==> src/rtl/fpu_arb_pkg.sv <==
// Shared types and constants for the adder arbiter slice.
// Latency: none (declarations only).
// Backpressure: n/a.
package fpu_arb_pkg;

  localparam int ADDER_W  = 25;
  localparam int NREQ_MAX = 4;
  localparam int IDX_W    = $clog2(NREQ_MAX);

  typedef enum logic [1:0] {
    IDLE    = 2'd0,
    ISSUE   = 2'd1,
    RESP    = 2'd2,
    RELEASE = 2'd3
  } arb_state_e;

  // Round-robin successor of a requester index, wrapping at n.
  function automatic logic [IDX_W-1:0] next_ptr(input logic [IDX_W-1:0] idx, input int n);
    if (int'(idx) >= n - 1) return '0;
    return idx + 1'b1;
  endfunction

endpackage

==> src/rtl/fpu_adder_arbiter_rr_pick.sv <==
// rr_pick: round-robin selector, first set request at/after ptr (wrapping).
// Latency: combinational.
// Backpressure: none; caller decides when to act on the pick.
module rr_pick
  import fpu_arb_pkg::*;
#(
  parameter int N = 2
) (
  input  logic [N-1:0]     req,
  input  logic [IDX_W-1:0] ptr,
  output logic [N-1:0]     gnt,
  output logic [IDX_W-1:0] idx,
  output logic             any
);

  // Scan priority slots ptr, ptr+1, ... and take the first active requester.
  always_comb begin
    logic found;
    gnt   = '0;
    idx   = '0;
    found = 1'b0;
    for (int k = 0; k < N; k++) begin
      for (int p = 0; p < N; p++) begin
        if (!found && req[p] && (p == ((int'(ptr) + k) % N))) begin
          found  = 1'b1;
          gnt[p] = 1'b1;
          idx    = IDX_W'(p);
        end
      end
    end
  end

  assign any = |req;

endmodule

==> src/rtl/fpu_adder_arbiter.sv <==
// fpu_adder_arbiter: shares one adder between NREQ four-phase requesters, round-robin, one op in flight.
// Latency: Adder_valid rises one cycle after the grant edge; Req_ack one cycle after Adder_ack.
// Backpressure: requester holds Req_valid until Req_ack; optional abort watchdog via ADDER_ARB_TIMEOUT_EN.
module fpu_adder_arbiter
  import fpu_arb_pkg::*;
#(
  parameter int WIDTH   = ADDER_W,
  parameter int NREQ    = 2,
  parameter int TIMEOUT = 64
) (
  input  logic                  CLK,
  input  logic                  RST,
  input  logic [NREQ-1:0]       Req_valid,
  input  logic [NREQ*WIDTH-1:0] Req_datain1,
  input  logic [NREQ*WIDTH-1:0] Req_datain2,
  output logic [NREQ-1:0]       Req_ack,
  output logic [WIDTH-1:0]      Req_dataout,
  output logic                  Req_carryout,
  output logic [NREQ-1:0]       Grant,
  output logic                  Busy,
  output logic [WIDTH-1:0]      Adder_datain1,
  output logic [WIDTH-1:0]      Adder_datain2,
  output logic                  Adder_valid,
  input  logic [WIDTH-1:0]      Adder_dataout,
  input  logic                  Adder_carryout,
  input  logic                  Adder_ack,
  output logic                  Timeout_err
);

  arb_state_e       state_q, state_d;
  logic [NREQ-1:0]  grant_q, grant_d;
  logic [IDX_W-1:0] gidx_q, gidx_d;
  logic [IDX_W-1:0] ptr_q, ptr_d;
  logic [WIDTH-1:0] opa_q, opa_d;
  logic [WIDTH-1:0] opb_q, opb_d;
  logic             adv_q, adv_d;
  logic [NREQ-1:0]  ack_q, ack_d;
  logic [WIDTH-1:0] res_q, res_d;
  logic             cout_q, cout_d;

  logic [NREQ-1:0]  pick_gnt;
  logic [IDX_W-1:0] pick_idx;
  logic             pick_any;
  logic             owner_vld;
  logic             tmo_hit;

  rr_pick #(.N(NREQ)) u_rr_pick (
    .req (Req_valid),
    .ptr (ptr_q),
    .gnt (pick_gnt),
    .idx (pick_idx),
    .any (pick_any)
  );

  // The granted requester still holds its request (no index arithmetic needed).
  assign owner_vld = |(Req_valid & grant_q);

`ifdef ADDER_ARB_TIMEOUT_EN
  localparam int CNT_W = $clog2(TIMEOUT + 1);

  logic [CNT_W-1:0] cnt_q, cnt_d;
  logic             terr_q, terr_d;
  logic             waiting;

  // Count cycles spent waiting for the adder's ACK edge; fire once the budget is used up.
  always_comb begin
    waiting = ((state_q == ISSUE) && !(Adder_ack && adv_q)) ||
              ((state_q == RELEASE) && Adder_ack);
    tmo_hit = waiting && (cnt_q == CNT_W'(TIMEOUT - 1));
    cnt_d   = (waiting && !tmo_hit) ? cnt_q + 1'b1 : '0;
    terr_d  = terr_q | tmo_hit;
  end

  // Watchdog counter and sticky error flag.
  always_ff @(posedge CLK or posedge RST) begin
    if (RST) begin
      cnt_q  <= '0;
      terr_q <= 1'b0;
    end else begin
      cnt_q  <= cnt_d;
      terr_q <= terr_d;
    end
  end

  assign Timeout_err = terr_q;
`else
  // No watchdog: the arbiter waits on the adder indefinitely.
  assign tmo_hit     = (TIMEOUT < 0);
  assign Timeout_err = 1'b0;
`endif

  // Next-state and datapath decisions for the IDLE/ISSUE/RESP/RELEASE handshake.
  always_comb begin
    state_d = state_q;
    grant_d = grant_q;
    gidx_d  = gidx_q;
    ptr_d   = ptr_q;
    opa_d   = opa_q;
    opb_d   = opb_q;
    adv_d   = adv_q;
    ack_d   = ack_q;
    res_d   = res_q;
    cout_d  = cout_q;

    case (state_q)
      IDLE: begin
        // Only start when the adder has finished its previous four-phase cycle.
        if (pick_any && !Adder_ack) begin
          grant_d = pick_gnt;
          gidx_d  = pick_idx;
          for (int p = 0; p < NREQ; p++) begin
            if (pick_gnt[p]) begin
              opa_d = Req_datain1[p*WIDTH +: WIDTH];
              opb_d = Req_datain2[p*WIDTH +: WIDTH];
            end
          end
          state_d = ISSUE;
        end
      end

      ISSUE: begin
        adv_d = 1'b1;
        if (Adder_ack && adv_q) begin
          res_d   = Adder_dataout;
          cout_d  = Adder_carryout;
          adv_d   = 1'b0;
          // A requester that already withdrew gets no ack; its result is dropped.
          ack_d   = grant_q & Req_valid;
          state_d = RESP;
        end else if (tmo_hit) begin
          res_d   = '0;
          cout_d  = 1'b0;
          adv_d   = 1'b0;
          ack_d   = grant_q & Req_valid;
          state_d = RESP;
        end
      end

      RESP: begin
        if (!owner_vld) begin
          ack_d   = '0;
          state_d = RELEASE;
        end
      end

      RELEASE: begin
        if (!Adder_ack || tmo_hit) begin
          grant_d = '0;
          ptr_d   = next_ptr(gidx_q, NREQ);
          state_d = IDLE;
        end
      end

      default: begin
        state_d = IDLE;
        grant_d = '0;
        adv_d   = 1'b0;
        ack_d   = '0;
      end
    endcase
  end

  // State and datapath registers; reset kills any in-flight handshake at once.
  always_ff @(posedge CLK or posedge RST) begin
    if (RST) begin
      state_q <= IDLE;
      grant_q <= '0;
      gidx_q  <= '0;
      ptr_q   <= '0;
      opa_q   <= '0;
      opb_q   <= '0;
      adv_q   <= 1'b0;
      ack_q   <= '0;
      res_q   <= '0;
      cout_q  <= 1'b0;
    end else begin
      state_q <= state_d;
      grant_q <= grant_d;
      gidx_q  <= gidx_d;
      ptr_q   <= ptr_d;
      opa_q   <= opa_d;
      opb_q   <= opb_d;
      adv_q   <= adv_d;
      ack_q   <= ack_d;
      res_q   <= res_d;
      cout_q  <= cout_d;
    end
  end

  assign Grant         = grant_q;
  assign Req_ack       = ack_q;
  assign Req_dataout   = res_q;
  assign Req_carryout  = cout_q;
  assign Adder_valid   = adv_q;
  assign Adder_datain1 = opa_q;
  assign Adder_datain2 = opb_q;
  assign Busy          = (state_q != IDLE);

endmodule

==> config.mk <==
export PLATFORM = sky130hd
export DESIGN_NAME = fpu_adder_arbiter
export DESIGN_NICKNAME = d
export VERILOG_FILES = /design/src/rtl/fpu_arb_pkg.sv /design/src/rtl/fpu_adder_arbiter_rr_pick.sv /design/src/rtl/fpu_adder_arbiter.sv
export SDC_FILE = /design/constraint.sdc
export NUM_CORES = 1
export LEC_CHECK = 0
export ABC_AREA = 1
export CAP_MARGIN = 10
export CORE_MARGIN = 8
export CORE_UTILIZATION = 40
export DETAILED_ROUTE_END_ITERATION = 8
export MAX_ROUTING_LAYER = met4
export PLACE_DENSITY_LB_ADDON = 0.2
export SLEW_MARGIN = 0
export SYNTH_ARGS = -nofsm -noshare
export SYNTH_HDL_FRONTEND = slang
export SYNTH_SLANG_ARGS = --single-unit
==> constraint.sdc <==
create_clock -name CLK -period 6.55 [get_ports CLK]
set_input_delay 1.31 -clock CLK [delete_from_list [all_inputs] [get_ports CLK]]
set_output_delay 1.31 -clock CLK [all_outputs]
set_load 0.005 [all_outputs]
Word level (Yosys, flattened, before mapping)
Cells that the tools add are included.
{"block": "word_totals", "reg_bits": 85, "input_bits": 131, "word_cells": 82, "out_inout_bits": 83}
{"block": "op_classes", "bitwise_logic": 3, "magnitude_cmp": 1, "mux": 29, "n_eq_ne": 8, "reduce_logical": 29, "n_addsub": 2}
{"cell": "2-to-1 mux 25 bit", "n": 4}
{"cell": "zero test 32 bit", "n": 2}
{"cell": "2-to-1 mux 1 bit", "n": 15}
{"cell": "2-to-1 mux 2 bit", "n": 7}
{"cell": "logical AND 1 bit", "n": 9}
{"cell": "AND reduction 3 bit", "n": 3}
{"cell": "inequality test 2 bit, second input constant", "n": 4}
{"cell": "case mux 2 bit (2 select lines)", "n": 2}
{"cell": "case mux 2 bit (4 select lines)", "n": 1}
{"cell": "nonzero test 2 bit", "n": 4}
{"cell": "AND reduction 2 bit", "n": 3}
{"cell": "equality test 2 bit, second input constant", "n": 2}
{"cell": "zero test 1 bit", "n": 4}
{"cell": "AND reduction 4 bit", "n": 1}
{"cell": "OR reduction 2 bit", "n": 2}
{"cell": "adder 1 bit, second input constant", "n": 2}
{"cell": "bitwise AND 2 bit", "n": 1}
{"cell": "equality test 2 x 1 -> 1 bit, second input constant", "n": 1}
{"cell": "equality test 2 bit, first input constant", "n": 1}
{"cell": "zero test 2 bit", "n": 1}
{"cell": "bitwise AND 1 bit, first input constant", "n": 1}
{"cell": ">= comparator 1 bit, second input constant", "n": 1}
{"cell": "NOT 1 bit", "n": 1}

Logic depth before layout (Yosys ltp)
Gate-level depths: netlist of the first run.
{"block": "logic_depth", "depth_word": 17, "depth_mapped": 8}

Hierarchy
A second synthesis of the first run with hierarchy kept.
{"block": "hier_totals", "cells_unflattened": 517, "area_unflattened_um2": 4076.4}
{"module": "fpu_adder_arbiter", "cells_each": 508, "area_each_um2": 4035.1, "seq_area_each_um2": 2177.1, "instances": 1}
{"module": "rr_pick", "cells_each": 9, "area_each_um2": 41.3, "seq_area_each_um2": 0.0, "instances": 1}

Worst setup path after synthesis of the first run
Ideal clock, no wire load.
{"block": "synth_timing", "kind": "flip-flop to output port", "start": "register state_q[0]", "end": "output port Busy", "path_slack_ns": 4.421, "path_buffers": 0, "path_stages_with_launch": 4, "arrival_time_ns": 0.819, "cell_sequence": "dfrtp_1 > inv_1 > ha_1 > inv_1"}
{"block": "synth_via", "elab_chain_cells": 1}
{"item": "start: declaration", "line": "fpu_adder_arbiter.sv:30", "rtl": "arb_state_e state_q, state_d;"}
{"item": "start signal: assignment", "line": "fpu_adder_arbiter.sv:177", "rtl": "state_q <= state_d;"}
{"item": "nonzero test 2 bit", "line": "fpu_adder_arbiter.sv:197", "rtl": "assign Busy = (state_q != IDLE);"}
{"item": "end: declaration", "line": "fpu_adder_arbiter.sv:20", "rtl": "output logic Busy,"}
Every way passes these cells.

Worst setup path in the final report of the first run
{"block": "layout_timing", "start": "input port Adder_ack", "end": "register res_q[17], in the netlist Req_dataout[17]"}
{"block": "layout_via", "elab_chain_cells": 2}
{"item": "start: declaration", "line": "fpu_adder_arbiter.sv:26", "rtl": "input logic Adder_ack,"}
{"item": "logical AND 1 bit", "line": "fpu_adder_arbiter.sv:123", "rtl": "if (Adder_ack && adv_q) begin"}
{"item": "AND reduction 2 bit (no line)"}
{"item": "end signal: assignment", "line": "fpu_adder_arbiter.sv:185", "rtl": "res_q <= res_d;"}
{"item": "end: declaration", "line": "fpu_adder_arbiter.sv:38", "rtl": "logic [WIDTH-1:0] res_q, res_d;"}
Every way passes these cells.
A chain may end at the register's enable or synchronous reset.

==> impl_metrics.py, run 1 <==
metrics = {
    "sta": {
        "final.setup.tns_ns": 0,
        "layout_min_cycle_time_ns": 3.58,
        "slew_viol_final": 0,
        "finClkSkew_ns": 0.0127,
        "setup-violations-final": 0,
        "min_period_over_period_pct": 54.6,
        "hold_viol_final": 0,
        "worst_slew_pin_slew_ns": 1.06,
        "timing.fmax_mhz": 280,
        "rsz0062_at_grt": "false",
        "max_slew_margin_pct": 29.3,
    },
    "yosys": {
        "yosys-top-cells-area": "dfrtp_1, nand2_1, o211ai_1, inv_1, buf_6",
        "syn_inst": 519,
        "avgSynthCellArea_um2": 7.99,
        "synth_area_mm2": 0.00415,
        "syn_nets": 655,
        "yosys_register_bits": 85,
        "ys_types": 25,
        "yosys_warnings": 0,
        "ys_seq_area_share_pct": 51.3,
        "synth_top_area_cell": "dfrtp_1",
        "netlist.area_leader.share_pct": 51.3,
    },
    "clock_tree": {
        "h-tree-depth": 3,
        "clock_latency_ns": 0.35,
        "clkTransAtPathRegs_ns": 0.08,
        "cts_root_buf": "clkbuf_8",
        "cts_resized": 0,
        "cts_setup_buffers": 0,
        "postCtsHoldBufs": 0,
        "cts_tree": "yes",
        "clkSinkCount": 85,
        "numCtsBuffers": 9,
        "cts_buffer_depth": 2,
    },
    "status": {
        "status": "completed",
    },
    "cells_and_area": {
        "nets": 852,
        "syn_to_final_growth_pct": 54.0,
        "diodes": 0,
        "drive_gt1_share_pct": 2.92,
    },
    "die": {
        "core.rowCount": 37,
        "pin_count": 214,
        "dieArea_mm2": 0.0139,
        "die_w_um": 118,
        "fp.dieH_um": 118,
        "initial_core_util_pct": 40.7,
        "core_mm2": 0.0102,
    },
    "detailed_routing": {
        "dr.pass1.iters": 6,
        "vias": 3987,
        "ant_nets": 0,
        "drt-initial-drc-count": 236,
        "route.final.wire_length_mm": 12.5,
        "wire_per_inst_um": 14.7,
        "drc_errors": 0,
        "viasPerCell": 4.66,
    },
    "place": {
        "dp_hpwl_mm": 9.30,
        "port_buffers": 212,
        "gp_congestion": 0.844,
    },
    "pwr": {
        "leakage_nw": 3.15,
        "fin_total_pwr_mw": 2.39,
        "p_per_area_mw_per_mm2": 374,
        "ir_drop_uv": 153,
    },
    "critical_path": {
        "critical_path_class": "in -> reg",
        "cp_data_required_time_ns": 6.78,
        "critPathLaunchType": "primary input",
        "cp-end-kind": "flip-flop",
        "cp.arrival_ns": 3.81,
        "path_max_fanout": 29,
    },
    "global_routing": {
        "grt-ovfl-total": 0,
        "grt_usage_pct": 18.6,
        "grt_max_degree": 102,
        "grt_pass1_vias": 4165,
        "grt_pass1_wl_mm": 20.5,
        "antenna_found_initial": 0,
    },
    "worst_hold_path": {
        "hp-class": "reg -> reg",
    },
    "flow_run": {
        "cap_viol_max_count": 0,
    },
}
[worst paths after layout]
path                                    from           endpoint  slack [ns]  cells past startpoint
max in group asynchronous                RST         state_q[0]        4.26                      3
min in group asynchronous                RST  Adder_datain1[16]        1.62                      3
setup reg to reg                  state_q[1]    Req_dataout[17]        3.66                      6
hold / removal             Adder_datain2[10]  Adder_datain2[10]        0.48                      2
hold reg to reg            Adder_datain2[10]  Adder_datain2[10]        0.48                      2
setup / recovery                   Adder_ack    Req_dataout[17]        2.97                      5
[power breakdown]
part | switching (mW) | internal [mW] | leakage (nW) | total (mW)
Sequential | 0.138 | 0.769 | 1.06 | 0.906
Clock | 0.183 | 0.174 | 0.0854 | 0.357
Combinational | 0.492 | 0.633 | 2.01 | 1.13
[synth_stat cells]
master,instances
clkinv_1,1
o31ai_1,2
ha_1,5
nor2_1,22
inv_1,57
o21ai_0,2
nor2_8,1
inv_4,1
nand4_1,2
o21ai_1,20
nand2_2,1
o211ai_1,31
a21oi_1,2
buf_2,6
nand2_1,250
o21a_1,1
o21ai_2,1
nand3_1,4
a31oi_1,1
buf_6,16
or2_2,1
buf_4,5
dfrtp_1,85
conb_1,1
inv_2,1
[cell families after synthesis]
logic type	synth area share (%)
buffers and inverters	11.5
and+or+nand+nor	26.2
other	0.0905
AOI/OAI and AO/OA	9.42
DFF	51.3
adders and majority gates	1.51
[stage by stage]
step / cell area, µm² / hold WS [ns] / setup slack [ns] / cells / util [%]
2_1_floorplan: 4150 / 0.428 / 3.05 / 519 / -
4_1_cts: 6380 / 0.487 / 2.93 / 856 / 62.7
6_report: 6380 / 0.481 / 2.97 / 856 / 62.7
3_5_place_dp: 6200 / 0.465 / 2.57 / 841 / 60.9
5_1_grt: 6380 / 0.510 / 2.68 / 856 / 62.7
3_3_place_gp: 6200 / 0.454 / 2.74 / 841 / 60.9
[cell type report]
class                   count  area (µm²)
repair buffers            213        2130
well taps                 136         170
fillers                   898        3800
flip-flops and latches     85        2130
multi-input cells         347        1550
clock buffers              11         131
inverters                  60         229
clock inverters             4        50.0
[per-layer routing]
metal	vias up	wire length [µm]	track usage, %
li1	1978	-	-
met1	1827	5440	21.5
met2	162	5910	29.8
met3	20	927	5.61
met4	0	268	7.37
met5	-	0	-
[sequential cells by signal, indices dropped and copies added, names as in the netlist]
signal         count
state_q            2
gidx_q             1
Adder_datain1     25
Req_carryout       1
ptr_q              1
Req_ack            2
Grant              2
Adder_datain2     25
Req_dataout       25
Adder_valid        1
[cell usage in the layout, fill, tap and decap left out, types with 4 or more instances in the layout]
cell / Yosys / routed
clkbuf_8: 0 / 9
ha_1: 5 / 5
nand3_1: 4 / 4
dfrtp_1: 85 / 85
o21ai_1: 20 / 20
nand2_1: 250 / 250
clkdlybuf4s50_1: 0 / 212
nor2_1: 22 / 22
inv_1: 57 / 56
o211ai_1: 31 / 31
[worst max-delay path, cell delays in order]
cell,delay [ns]
clkdlybuf4s50_1,0.49
nand3_1,0.75
clkinv_1,0.91
nand2_1,0.26
nand2_1,0.07
Power figures use the tool's default switching activity.
==> inputs of run 2 (changes only) <==
--- a/config.mk
+++ b/config.mk
@@ -8,7 +8,7 @@
 export ABC_AREA = 1
 export CAP_MARGIN = 10
 export CORE_MARGIN = 8
-export CORE_UTILIZATION = 40
+export CORE_UTILIZATION = 36
 export DETAILED_ROUTE_END_ITERATION = 8
 export MAX_ROUTING_LAYER = met4
 export PLACE_DENSITY_LB_ADDON = 0.2
==> constraint.sdc (replaced) <==
create_clock -name CLK -period 3 [get_ports CLK]
set_input_delay 0.6 -clock CLK [delete_from_list [all_inputs] [get_ports CLK]]
set_output_delay 0.6 -clock CLK [all_outputs]
set_load 0.005 [all_outputs]
==> run 2 against run 1 <==
Against the previous run:
- first-iteration DRC count is 31% lower
- via count shrank 0.13%
- total power is 130% higher
- routed wire length is 1.2% higher
- clock skew fell by 0.0063 ns
- sequential power is 120% higher
- flip-flop and latch count did not move
- count of clock-buffer cells in the layout did not move
- clock power rose to 3.2 times the previous value
- sequential share of layout area down 1.0 points
- combinational power up 120%
- critical endpoint is now Busy
==> impl_metrics.py, run 2 (synthesis gave the netlist of run 1 again) <==
metrics = {
    "status": {
        "status": "completed",
    },
    "sta": {
        "hold_viol_final": 0,
        "layout_min_cycle_time_ns": 2.38,
        "holdWs_ns": 0.474,
        "slew_viol_final": 0,
        "timing.fmax_mhz": 421,
        "setup-violations-final": 0,
        "max_slew_margin_pct": 52.8,
        "rsz0062_at_grt": "false",
        "finClkSkew_ns": 0.00634,
        "worst_slew_pin_slew_ns": 0.704,
        "final.setup.tns_ns": 0,
        "worst_slack_ns": 0.624,
        "min_period_over_period_pct": 79.2,
    },
    "detailed_routing": {
        "wire_per_inst_um": 14.6,
        "dr.pass1.iters": 6,
        "vias": 3982,
        "drt-initial-drc-count": 164,
        "route.final.wire_length_mm": 12.7,
        "drc_errors": 0,
        "viasPerCell": 4.58,
        "ant_nets": 0,
    },
    "global_routing": {
        "grt_pass1_vias": 4111,
        "grt_max_degree": 102,
        "grt_usage_pct": 17.1,
        "grt_pass1_wl_mm": 19.9,
        "antenna_found_initial": 1,
        "grt-ovfl-total": 0,
    },
    "critical_path": {
        "regToRegSetupSlack_ns": 1.09,
        "worstPathCellList": "inv_1 > ha_1 > inv_1 > clkdlybuf4s50_1",
        "cp-end-kind": "primary output",
        "crit_slowest_cell": "clkdlybuf4s50_1",
        "rr_worst_depth": 7,
        "slowest_delay_ns": 0.55,
        "path_max_fanout": 4,
        "cp.arrival_ns": 1.78,
        "cp_data_required_time_ns": 2.40,
        "worstSetupStartpoint": "state_q[0]",
        "cpMostUsedCell": "inv_1",
        "critical_path_class": "reg -> out",
        "r2r_start": "state_q[0]",
        "critPathLaunchType": "flip-flop",
    },
    "cells_and_area": {
        "final_common_cell": "nand2_1",
        "final_cell_mix": "nand2_1, clkdlybuf4s50_1, dfrtp_1",
        "fillers": 1042,
        "nets": 857,
        "fin_util_pct": 58.2,
        "final_cells": 870,
        "finalInstanceArea_mm2": 0.00659,
        "drive_gt1_share_pct": 3.72,
        "syn_to_final_growth_pct": 58.9,
    },
    "clock_tree": {
        "cts_buffer_depth": 2,
        "clkTransAtPathRegs_ns": 0.06,
        "postCtsHoldBufs": 0,
        "numCtsBuffers": 9,
        "cts_root_buf": "clkbuf_16",
        "clock_latency_ns": 0.33,
        "cts_tree": "yes",
        "cts_setup_buffers": 0,
        "clkSinkCount": 85,
        "cts_resized": 0,
        "h-tree-depth": 3,
    },
    "worst_hold_path": {
        "hp-class": "reg -> reg",
        "hold_start": "gidx_q[0]",
        "min_path_cells": 1,
    },
    "pwr": {
        "ir_drop_uv": 367,
        "p_per_area_mw_per_mm2": 852,
        "leakage_nw": 3.26,
        "fin_total_pwr_mw": 5.61,
    },
    "place": {
        "placed_cell_area_mm2": 0.00627,
        "port_buffers": 212,
        "placed_cells_incl_taps": 853,
        "pre_cts_slack_ns": 0.584,
        "gp_congestion": 0.791,
        "dp_hpwl_mm": 9.70,
    },
    "die": {
        "fp.dieH_um": 123,
        "core.rowCount": 39,
        "core_mm2": 0.0113,
        "initial_core_util_pct": 36.6,
        "dieArea_mm2": 0.0152,
        "die_w_um": 123,
        "pin_count": 214,
    },
    "flow_run": {
        "cap_viol_max_count": 0,
    },
}
run 2: critical path, delay by kind of cell (launching register included):
kind       cells  cell delay, ns
fa+ha+maj      1            0.23
buf+inv        3            0.82
flops          1            0.40
run 2: final cells by class:
| class | instances | area (µm²) | share of cell area [%] |
|---|---|---|---|
| multi-input cells | 347 | 1550 | 23.5 |
| inverters | 60 | 229 | 3.48 |
| well taps | 143 | 179 | 2.72 |
| clock buffers | 11 | 233 | 3.53 |
| repair buffers | 218 | 2190 | 33.3 |
| flip-flops and latches | 85 | 2130 | 32.3 |
| diodes | 1 | 2.50 | 0.0380 |
| clock inverters | 5 | 75.1 | 1.14 |
run 2: power breakdown:
| group | internal [mW] | switching (mW) | leakage, nW |
|---|---|---|---|
| sequential | 1.68 | 0.311 | 1.06 |
| combinational | 1.39 | 1.07 | 2.05 |
| clock | 0.725 | 0.428 | 0.153 |
| total | 3.80 | 1.81 | 3.26 |
run 2: path summary, 6_finish.rpt:
check / to
worst min register to register: ptr_q[0]
max in group asynchronous: Adder_datain1[14]
worst max register to register: Adder_datain2[19]
worst min-delay path: ptr_q[0]
min in group asynchronous: Adder_datain2[7]
worst max-delay path: Busy
run 2: per-layer routing:
metal / global-route usage (%) / routed length [µm] / up-vias
met3: 5.66 / 1310 / 25
met5: - / 0 / -
li1: - / - / 1995
met2: 26.2 / 5680 / 166
met1: 20.1 / 5380 / 1796
met4: 7.60 / 329 / 0
